<file path="src/rtl/riscv_pkg.sv">
// Shared RV32I constants for the multicycle core: opcodes, PC source
// encodings and the reset instruction word. The control FSM uses the same
// package, so both sides agree on what each opcode and PCSource value means.
package riscv_pkg;

  // Base-ISA major opcodes (instruction bits [6:0])
  localparam logic [6:0] OP_LOAD   = 7'b0000011;
  localparam logic [6:0] OP_STORE  = 7'b0100011;
  localparam logic [6:0] OP_BRANCH = 7'b1100011;
  localparam logic [6:0] OP_IMM    = 7'b0010011;
  localparam logic [6:0] OP_R      = 7'b0110011;
  localparam logic [6:0] OP_JAL    = 7'b1101111;
  localparam logic [6:0] OP_JALR   = 7'b1100111;
  localparam logic [6:0] OP_LUI    = 7'b0110111;
  localparam logic [6:0] OP_AUIPC  = 7'b0010111;

  // PCSource strobe meaning: take the live ALU result or the latched ALUOut
  localparam logic PCSRC_ALU    = 1'b0;
  localparam logic PCSRC_ALUOUT = 1'b1;

  // addi x0,x0,0 -- what the IR holds after reset so decode sees a harmless op
  localparam logic [31:0] NOP_INSTR = 32'h0000_0013;

  // A PC target is only legal when it sits on a 4-byte boundary
  function automatic logic isWordAligned(input logic [1:0] lowBits);
    return (lowBits == 2'b00);
  endfunction

endpackage

</file>
<file path="src/rtl/imm_gen.sv">
// Immediate generator: turns the instruction register into the 32-bit
// sign-extended immediate for whichever RV32I format the opcode selects.
// R-type and unknown opcodes produce zero so the datapath never sees junk.
module imm_gen
  import riscv_pkg::*;
(
  input  logic [31:0] ir,
  output logic [31:0] imm
);

  // Pick the immediate layout from the opcode field
  always_comb begin
    imm = '0;
    case (ir[6:0])
      OP_IMM, OP_LOAD, OP_JALR:
        imm = {{20{ir[31]}}, ir[31:20]};
      OP_STORE:
        imm = {{20{ir[31]}}, ir[31:25], ir[11:7]};
      OP_BRANCH:
        imm = {{19{ir[31]}}, ir[31], ir[7], ir[30:25], ir[11:8], 1'b0};
      OP_LUI, OP_AUIPC:
        imm = {ir[31:12], 12'b0};
      OP_JAL:
        imm = {{11{ir[31]}}, ir[31], ir[19:12], ir[20], ir[30:21], 1'b0};
      default:
        imm = '0;
    endcase
  end

endmodule

</file>
<file path="src/rtl/pc_ir_unit.sv">
// Front-end register stage of the multicycle RV32I core. Owns PC, IR, MDR
// and ALUOut, steers the unified-memory address, and presents the decoded
// instruction fields and immediate to the control FSM and datapath.
module pc_ir_unit #(
  parameter int               XLEN      = 32,
  parameter logic [XLEN-1:0]  RESET_PC  = '0,
  parameter logic [31:0]      NOP_INSTR = riscv_pkg::NOP_INSTR
) (
  input  logic             clk,
  input  logic             reset,
  input  logic             PCWrite,
  input  logic             PCWriteCond,
  input  logic             PCSource,
  input  logic             IorD,
  input  logic             IRWrite,
  input  logic             MemRead,
  input  logic [XLEN-1:0]  alu_result,
  input  logic             alu_zero,
  input  logic [31:0]      mem_rdata,
  output logic [XLEN-1:0]  mem_addr,
  output logic [XLEN-1:0]  pc,
  output logic [XLEN-1:0]  aluout,
  output logic [31:0]      mdr,
  output logic [6:0]       opcode,
  output logic [4:0]       rd,
  output logic [2:0]       funct3,
  output logic [4:0]       rs1,
  output logic [4:0]       rs2,
  output logic [6:0]       funct7,
  output logic [XLEN-1:0]  imm,
  output logic             misalign_err
);

  logic [31:0]     ir;
  logic [31:0]     imm32;
  logic [XLEN-1:0] pcNext;
  logic            pcEn;

  // Branches only redirect when the ALU comparison came out zero
  assign pcEn   = PCWrite | (PCWriteCond & alu_zero);
  assign pcNext = (PCSource == riscv_pkg::PCSRC_ALUOUT) ? aluout : alu_result;

  // Memory address is combinational so the fetch sees the pre-edge PC
  assign mem_addr = IorD ? aluout : pc;

  // PC update; low bits are forced to zero and a misaligned target is
  // remembered until the next reset so software can inspect it later
  always_ff @(posedge clk) begin
    if (reset) begin
      pc           <= RESET_PC;
      misalign_err <= 1'b0;
    end else if (pcEn) begin
      pc <= {pcNext[XLEN-1:2], 2'b00};
      if (!riscv_pkg::isWordAligned(pcNext[1:0])) begin
        misalign_err <= 1'b1;
      end
    end
  end

  // Instruction register loads only on IRWrite; fetch captures the word at
  // the old PC because mem_addr was formed before this edge
  always_ff @(posedge clk) begin
    if (reset) begin
      ir <= NOP_INSTR;
    end else if (IRWrite) begin
      ir <= mem_rdata;
    end
  end

  // Memory data register only captures data-side reads, never fetches
  always_ff @(posedge clk) begin
    if (reset) begin
      mdr <= '0;
    end else if (MemRead && IorD) begin
      mdr <= mem_rdata;
    end
  end

  // ALUOut follows the ALU every cycle so the next state can reuse it
  always_ff @(posedge clk) begin
    if (reset) begin
      aluout <= '0;
    end else begin
      aluout <= alu_result;
    end
  end

  // Fixed-position instruction fields
  assign opcode = ir[6:0];
  assign rd     = ir[11:7];
  assign funct3 = ir[14:12];
  assign rs1    = ir[19:15];
  assign rs2    = ir[24:20];
  assign funct7 = ir[31:25];

  imm_gen u_immGen (
    .ir  (ir),
    .imm (imm32)
  );

  // Widen the 32-bit immediate to the datapath width, keeping its sign
  assign imm = XLEN'(signed'(imm32));

endmodule

</file>
<file path="config.mk">
export PLATFORM = sky130hd
export DESIGN_NAME = pc_ir_unit
export DESIGN_NICKNAME = d
export VERILOG_FILES = /design/src/rtl/riscv_pkg.sv /design/src/rtl/imm_gen.sv /design/src/rtl/pc_ir_unit.sv
export SDC_FILE = /design/constraint.sdc
export NUM_CORES = 1
export LEC_CHECK = 0
export CAP_MARGIN = 10
export CORE_UTILIZATION = 35
export CTS_BUF_LIST = sky130_fd_sc_hd__clkbuf_4
export CTS_CLUSTER_SIZE = 24
export DETAILED_ROUTE_END_ITERATION = 8
export GPL_TIMING_DRIVEN = 0
export PLACE_DENSITY = 0.77
export SETUP_SLACK_MARGIN = 0.4
export SYNTH_ARGS = -nofsm -noshare
export SYNTH_HDL_FRONTEND = slang
export SYNTH_SLANG_ARGS = --single-unit
</file>
<file path="constraint.sdc">
create_clock -name clk -period 4.3 [get_ports clk]
set_input_delay 1.075 -clock clk [delete_from_list [all_inputs] [get_ports clk]]
set_output_delay 1.075 -clock clk [all_outputs]
set_load 0.02 [all_outputs]
</file>
==> results of run 1 <==
==> flip-flops by register name, indices dropped and copies added, names as in the netlist <==
name / count
ir: 32
mdr: 32
aluout: 32
pc: 30
misalign_err: 1
==> logic make-up after synthesis <==
family / after synthesis
other: 1
muxes: 90
and+or+nand+nor: 189
DFF: 127
buffers and inverters: 51
AOI/OAI and AO/OA: 101
==> cells in the mapped netlist (3+ instances only) <==
cell	instances	share of area
mux2_2	30	0.063
clkbuf_1	31	0.022
nand2_1	66	0.047
nor2_1	61	0.043
buf_2	12	0.011
buf_1	3	0.0021
and2_1	9	0.011
a31oi_1	3	0.0035
a21oi_1	33	0.031
a22o_1	4	0.0066
a211oi_1	30	0.042
a21o_1	9	0.013
nor2b_1	35	0.041
or3_1	3	0.0035
mux2i_1	59	0.11
a211o_1	16	0.026
nand4b_1	4	0.0066
dfxtp_1	127	0.48
==> metal layers <==
metal | wire (um) | share of wire | vias to the layer above | global-route usage
met5 | 0 | 0 | - | 0
met4 | 227 | 0.013 | 0 | 0.06815
met3 | 1449 | 0.083 | 21 | 0.07317
met2 | 8465 | 0.48 | 206 | 0.3970
met1 | 7340 | 0.42 | 2365 | 0.2655
li1 | - | - | 2494 | -
==> power breakdown <==
group | internal [mW] | switching [mW] | total, mW
sequential | 1.25 | 0.0633 | 1.31
combinational | 0.344 | 0.340 | 0.684
clock | 0.289 | 0.442 | 0.730
==> area by class of cell <==
| cell class | instances | area (um^2) | area share |
|---|---|---|---|
| inverters | 2 | 7.507 | 0.0008931 |
| clock inverters | 12 | 96.34 | 0.01146 |
| well taps | 184 | 230.2 | 0.02739 |
| multi-input cells | 382 | 2567 | 0.3054 |
| clock buffers | 19 | 142.6 | 0.01697 |
| plain buffers | 49 | 219.0 | 0.02605 |
| flip-flops and latches | 127 | 2542 | 0.3025 |
| repair buffers | 260 | 2600 | 0.3093 |
==> cell usage in the layout, fill, tap and decap left out, types with 3 or more instances in the layout <==
cell	instances
mux2_2	30
and2_1	9
or3_1	3
buf_4	3
a22o_1	4
clkdlybuf4s50_1	259
clkbuf_1	27
a211o_1	16
nor2b_1	35
a21oi_1	33
a211oi_1	30
nand4b_1	4
buf_1	3
clkbuf_2	4
nand2_1	66
clkbuf_4	19
clkinv_2	4
mux2i_1	59
a31oi_1	3
dfxtp_1	127
clkinvlp_4	4
nor2_1	61
buf_2	12
a21o_1	9
==> worst max-delay path, delay by kind of cell, from the launching register on <==
family | cells | cell delay [ns]
AOI/OAI and AO/OA | 2 | 0.48
buffers and inverters | 1 | 0.60
DFF | 1 | 0.55
and+or+nand+nor | 1 | 0.51
==> worst paths after layout <==
| check | endpoint | depth (start not counted) | slack (ns) |
|---|---|---|---|
| max reg2reg | misalign_err | 3 | 3.16 |
| min | mdr[0] | 2 | 0.46 |
| min reg2reg | mdr[0] | 2 | 0.46 |
| max | imm[18] | 4 | 0.56 |
==> metrics by stage <==
| stage | util | hold slack (ns) | setup slack (ns) | power (mW) |
|---|---|---|---|---|
| final | 0.5718 | 0.4593 | 0.5622 | 2.726 |
| after global routing | 0.5718 | 0.4840 | 0.4178 | 2.865 |
| after CTS | 0.5710 | 0.4624 | 0.4199 | 2.759 |
| after detailed placement | 0.5542 | 0.4464 | 0.4291 | 2.022 |
| after global placement | 0.5542 | 0.4412 | 0.4264 | 2.016 |
| after floorplan | - | 0.5342 | 1.244 | 1.669 |
==> what timing repair did <==
item | in CTS | in global routing
resized for setup | 1 | 8
pin swaps | 1 | 1
setup endpoints to repair | 8 | 43
hold buffers | 0 | 0
setup buffers | 0 | 1
==> impl_metrics.env, run 1 <==
export IMPL_drc=21
export IMPL_first_global_vias=5032
export IMPL_ys_flop_type="dfxtp_1"
export IMPL_skew_ns=0.01081
export IMPL_synth_simple_area_share=0.1672
export IMPL_yosys_warnings=0
export IMPL_dpl_cell_area_um2=8147
export IMPL_fin_setup_tns_ns=0
export IMPL_r2r_start="aluout[1]"
export IMPL_fin_crit_ns=3.738
export IMPL_die_width_um=125.3
export IMPL_htree_levels=4
export IMPL_worstSetupStartpoint="ir[4]"
export IMPL_hpwlAfterDp_um=13280
export IMPL_cts_made_buffers=17
export IMPL_dp_cells=1003
export IMPL_rsz0062_at_grt="false"
export IMPL_final_cells=1035
export IMPL_synth_adder_area_share=0
export IMPL_synth_avg_cell_area_um2=9.517
export IMPL_ant_nets=0
export IMPL_routabilityCongestion=0.8365
export IMPL_finalSetupViolations=0
export IMPL_timing_max_cap_violations=0
export IMPL_drv_slew=0
export IMPL_period_share=0.8692
export IMPL_worst_pin_slew_ns=0.6855
export IMPL_async_flop_share=0
export IMPL_drive_above_1_share=0.1011
export IMPL_route_vias_total=5086
export IMPL_crit_path_end_kind="output port"
export IMPL_critPathSlowestCell="clkdlybuf4s50_1"
export IMPL_insertion_delay_ns=0.54
export IMPL_slew_limit_headroom=0.5430
export IMPL_cts_path_max_buffers=2
export IMPL_grt_pass1_wl_um=27520
export IMPL_cp_cell_sequence="or3b_2 > a21oi_4 > a21o_1 > clkdlybuf4s50_1"
export IMPL_min_from="mdr[0]"
export IMPL_max_vdd_ir_drop_mv=0.1890
export IMPL_yosys_cell_types_count=37
export IMPL_worstPathRequired_ns=3.22
export IMPL_initial_utilization=0.3619
export IMPL_num_fill_cells=1284
export IMPL_path_class="register to output port"
export IMPL_synth_edf_count=0
export IMPL_muxShareOfSynthArea=0.1773
export IMPL_rows=44
export IMPL_portBuffers=259
export IMPL_globalRouteOverflowTotal=0
export IMPL_synth_top_family_by_area="multiplexers"
export IMPL_hold_class="register to register"
export IMPL_clock_sinks=127
export IMPL_track_usage=0.2277
export IMPL_wl_um=17480
export IMPL_diodes=0
export IMPL_drt_initial_drc_count=252
export IMPL_pin_count=266
export IMPL_die_y_um=125.3
export IMPL_worst_endpoint_arrival_ns=2.66
export IMPL_postLayoutCellArea_um2=8406
export IMPL_critPathLaunchType="register"
export IMPL_cts_tree="yes"
export IMPL_die_area_um2=15700
export IMPL_final_nets=912
export IMPL_leakage_nw=3.435
export IMPL_core_um2=14700
export IMPL_grt_max_degree=17
export IMPL_synth_xor_area_frac=0
export IMPL_first_pass_iters=8
export IMPL_max_stage_delay_ns=0.60
export IMPL_antenna_found_initial=0
export IMPL_ys_seq_area_frac=0.4779
export IMPL_wl_per_cell_um=16.89
export IMPL_via_per_inst=4.914
export IMPL_cts_root_buf="clkbuf_4"
export IMPL_hold_viol=0
export IMPL_synthCells=559
export IMPL_area_growth_pct=58.00
export IMPL_max_freq_mhz=267.5
export IMPL_worstPathMaxFanout=10
export IMPL_path_clk_slew_ns=0.10
export IMPL_synth_compound_area_frac=0.1352
export IMPL_p_per_area_nw_per_um2=324.3
export IMPL_violations="design-rule violations"
export IMPL_syn_area_um2=5320
export IMPL_status="complete, but fails checks"
export IMPL_ys_seq_elements=127
Power figures use the tool's default switching activity.
==> run 2: changes to the inputs <==
CTS_BUF_LIST = not set   (was sky130_fd_sc_hd__clkbuf_4)
SLEW_MARGIN = 20   (was not set)
==> run 2 against run 1 <==
The run still ends with design-rule violations left. Die area stayed put. Combinational power hardly changed. Critical path type unchanged. Global-route usage is 0.33 points higher. Sequential cell count stayed put.
==> impl_metrics.env, run 2 (synthesis results as in run 1) <==
export IMPL_initial_utilization=0.3619
export IMPL_leakage_nw=3.561
export IMPL_die_area_um2=15700
export IMPL_post_cts_setup_buffers=0
export IMPL_dp_cells=1003
export IMPL_antenna_found_initial=0
export IMPL_rsz0062_at_grt="false"
export IMPL_cts_path_max_buffers=2
export IMPL_path_class="register to output port"
export IMPL_rows=44
export IMPL_cts_tree="yes"
export IMPL_report_power_total_mw=3.342
export IMPL_critPathSlowestCell="a2111oi_4"
export IMPL_final_common_cell="clkdlybuf4s50_1"
export IMPL_ctsHoldBuffers=0
export IMPL_worst_pin_slew_ns=0.7305
export IMPL_area_growth_pct=63.52
export IMPL_hold_viol=0
export IMPL_wl_um=17870
export IMPL_max_vdd_ir_drop_mv=0.2545
export IMPL_cp_cell_sequence="buf_6 > mux2_4 > a2111oi_4 > a21o_1 > clkdlybuf4s50_1"
export IMPL_route_vias_total=5132
export IMPL_status="complete, but fails checks"
export IMPL_drt_initial_drc_count=292
export IMPL_timing_max_cap_violations=0
export IMPL_portBuffers=259
export IMPL_max_stage_delay_ns=0.70
export IMPL_hpwlAfterDp_um=13280
export IMPL_slew_limit_headroom=0.5130
export IMPL_first_pass_iters=9
export IMPL_pin_count=266
export IMPL_layout_common_cells="259 x clkdlybuf4s50_1, 127 x dfxtp_1, 66 x nand2_1"
export IMPL_htree_levels=4
export IMPL_path_buf_inv=2
export IMPL_fin_crit_ns=3.769
export IMPL_clock_sinks=127
export IMPL_grt_pass1_wl_um=27830
export IMPL_final_cells=1034
export IMPL_die_width_um=125.3
export IMPL_drive_above_1_share=0.09882
export IMPL_violations="design-rule violations"
export IMPL_core_um2=14700
export IMPL_drv_slew=0
export IMPL_max_freq_mhz=265.4
export IMPL_worstPathMaxFanout=8
export IMPL_final_util=0.5918
export IMPL_period_share=0.8764
export IMPL_insertion_delay_ns=0.41
export IMPL_crit_family="compound AO/OA/AOI/OAI gates"
export IMPL_cts_made_buffers=17
export IMPL_ant_nets=0
export IMPL_skew_ns=0.005679
export IMPL_num_fill_cells=1254
export IMPL_path_clk_slew_ns=0.05
export IMPL_via_per_inst=4.963
export IMPL_track_usage=0.2310
export IMPL_crit_path_end_kind="output port"
export IMPL_first_global_vias=5055
export IMPL_p_per_area_nw_per_um2=384.1
export IMPL_reg_top3="aluout x32, ir x32, mdr x32"
export IMPL_drc=21
export IMPL_final_nets=911
export IMPL_die_y_um=125.3
export IMPL_globalRouteOverflowTotal=0
export IMPL_grt_max_degree=17
export IMPL_worst_endpoint_arrival_ns=2.69
export IMPL_wl_per_cell_um=17.28
export IMPL_cts_root_buf="clkbuf_16"
export IMPL_diodes=0
export IMPL_worstPathRequired_ns=3.22
export IMPL_routabilityCongestion=0.8365
export IMPL_hold_class="register to register"
export IMPL_fin_setup_tns_ns=0
export IMPL_finalSetupViolations=0
export IMPL_critPathLaunchType="register"
[run 2: layer usage]
layer  global-route usage  up-vias  wire length, um
met2               0.4045      222             8738
met5                    0        -                0
li1                     -     2496                -
met3              0.08216       17             1425
met1               0.2660     2397             7527
met4              0.06098        0              180
[run 2: repair_timing]
item	4_1_cts	5_1_grt
gates resized for setup	0	6
endpoints found under the setup margin	0	27
hold endpoints to repair	0	0
[run 2: final timing paths]
check | start | slack (ns) | to | depth (start not counted)
max | ir[5] | 0.53 | imm[16] | 5
min | mdr[0] | 0.45 | mdr[0] | 2
max reg2reg | aluout[1] | 3.17 | misalign_err | 3
min reg2reg | mdr[0] | 0.45 | mdr[0] | 2
[run 2: metrics by stage]
stage	hold slack, ns	setup slack [ns]	instance area (um^2)
3_5_place_dp	0.4464	0.4291	8147
3_3_place_gp	0.4412	0.4264	8147
6_report	0.4518	0.5314	8700
5_1_grt	0.4748	0.4169	8700
4_1_cts	0.4539	0.4199	8696
2_1_floorplan	0.5342	1.244	5324
[run 2: power breakdown]
group          total (mW)  switching (mW)  internal [mW]
Clock                1.34           0.525          0.818
Combinational       0.684           0.341          0.343
Sequential           1.31          0.0642           1.25
[run 2: cell type report]
| class | count | area [um^2] | area share |
|---|---|---|---|
| Tap cell | 184 | 230.2 | 0.02646 |
| Inverter | 2 | 7.507 | 0.0008629 |
| Buffer | 49 | 217.7 | 0.02503 |
| Clock buffer | 21 | 460.4 | 0.05293 |
| Timing Repair Buffer | 259 | 2592 | 0.2980 |
| Multi-Input combinational cell | 382 | 2560 | 0.2943 |
| Clock inverter | 10 | 88.84 | 0.01021 |
| Sequential cell | 127 | 2542 | 0.2922 |
[run 2: tightest hold or removal path: stages (launching register included)]
cell and delay (ns):
dfxtp_1 0.30, nand2_1 0.05, a21oi_1 0.05
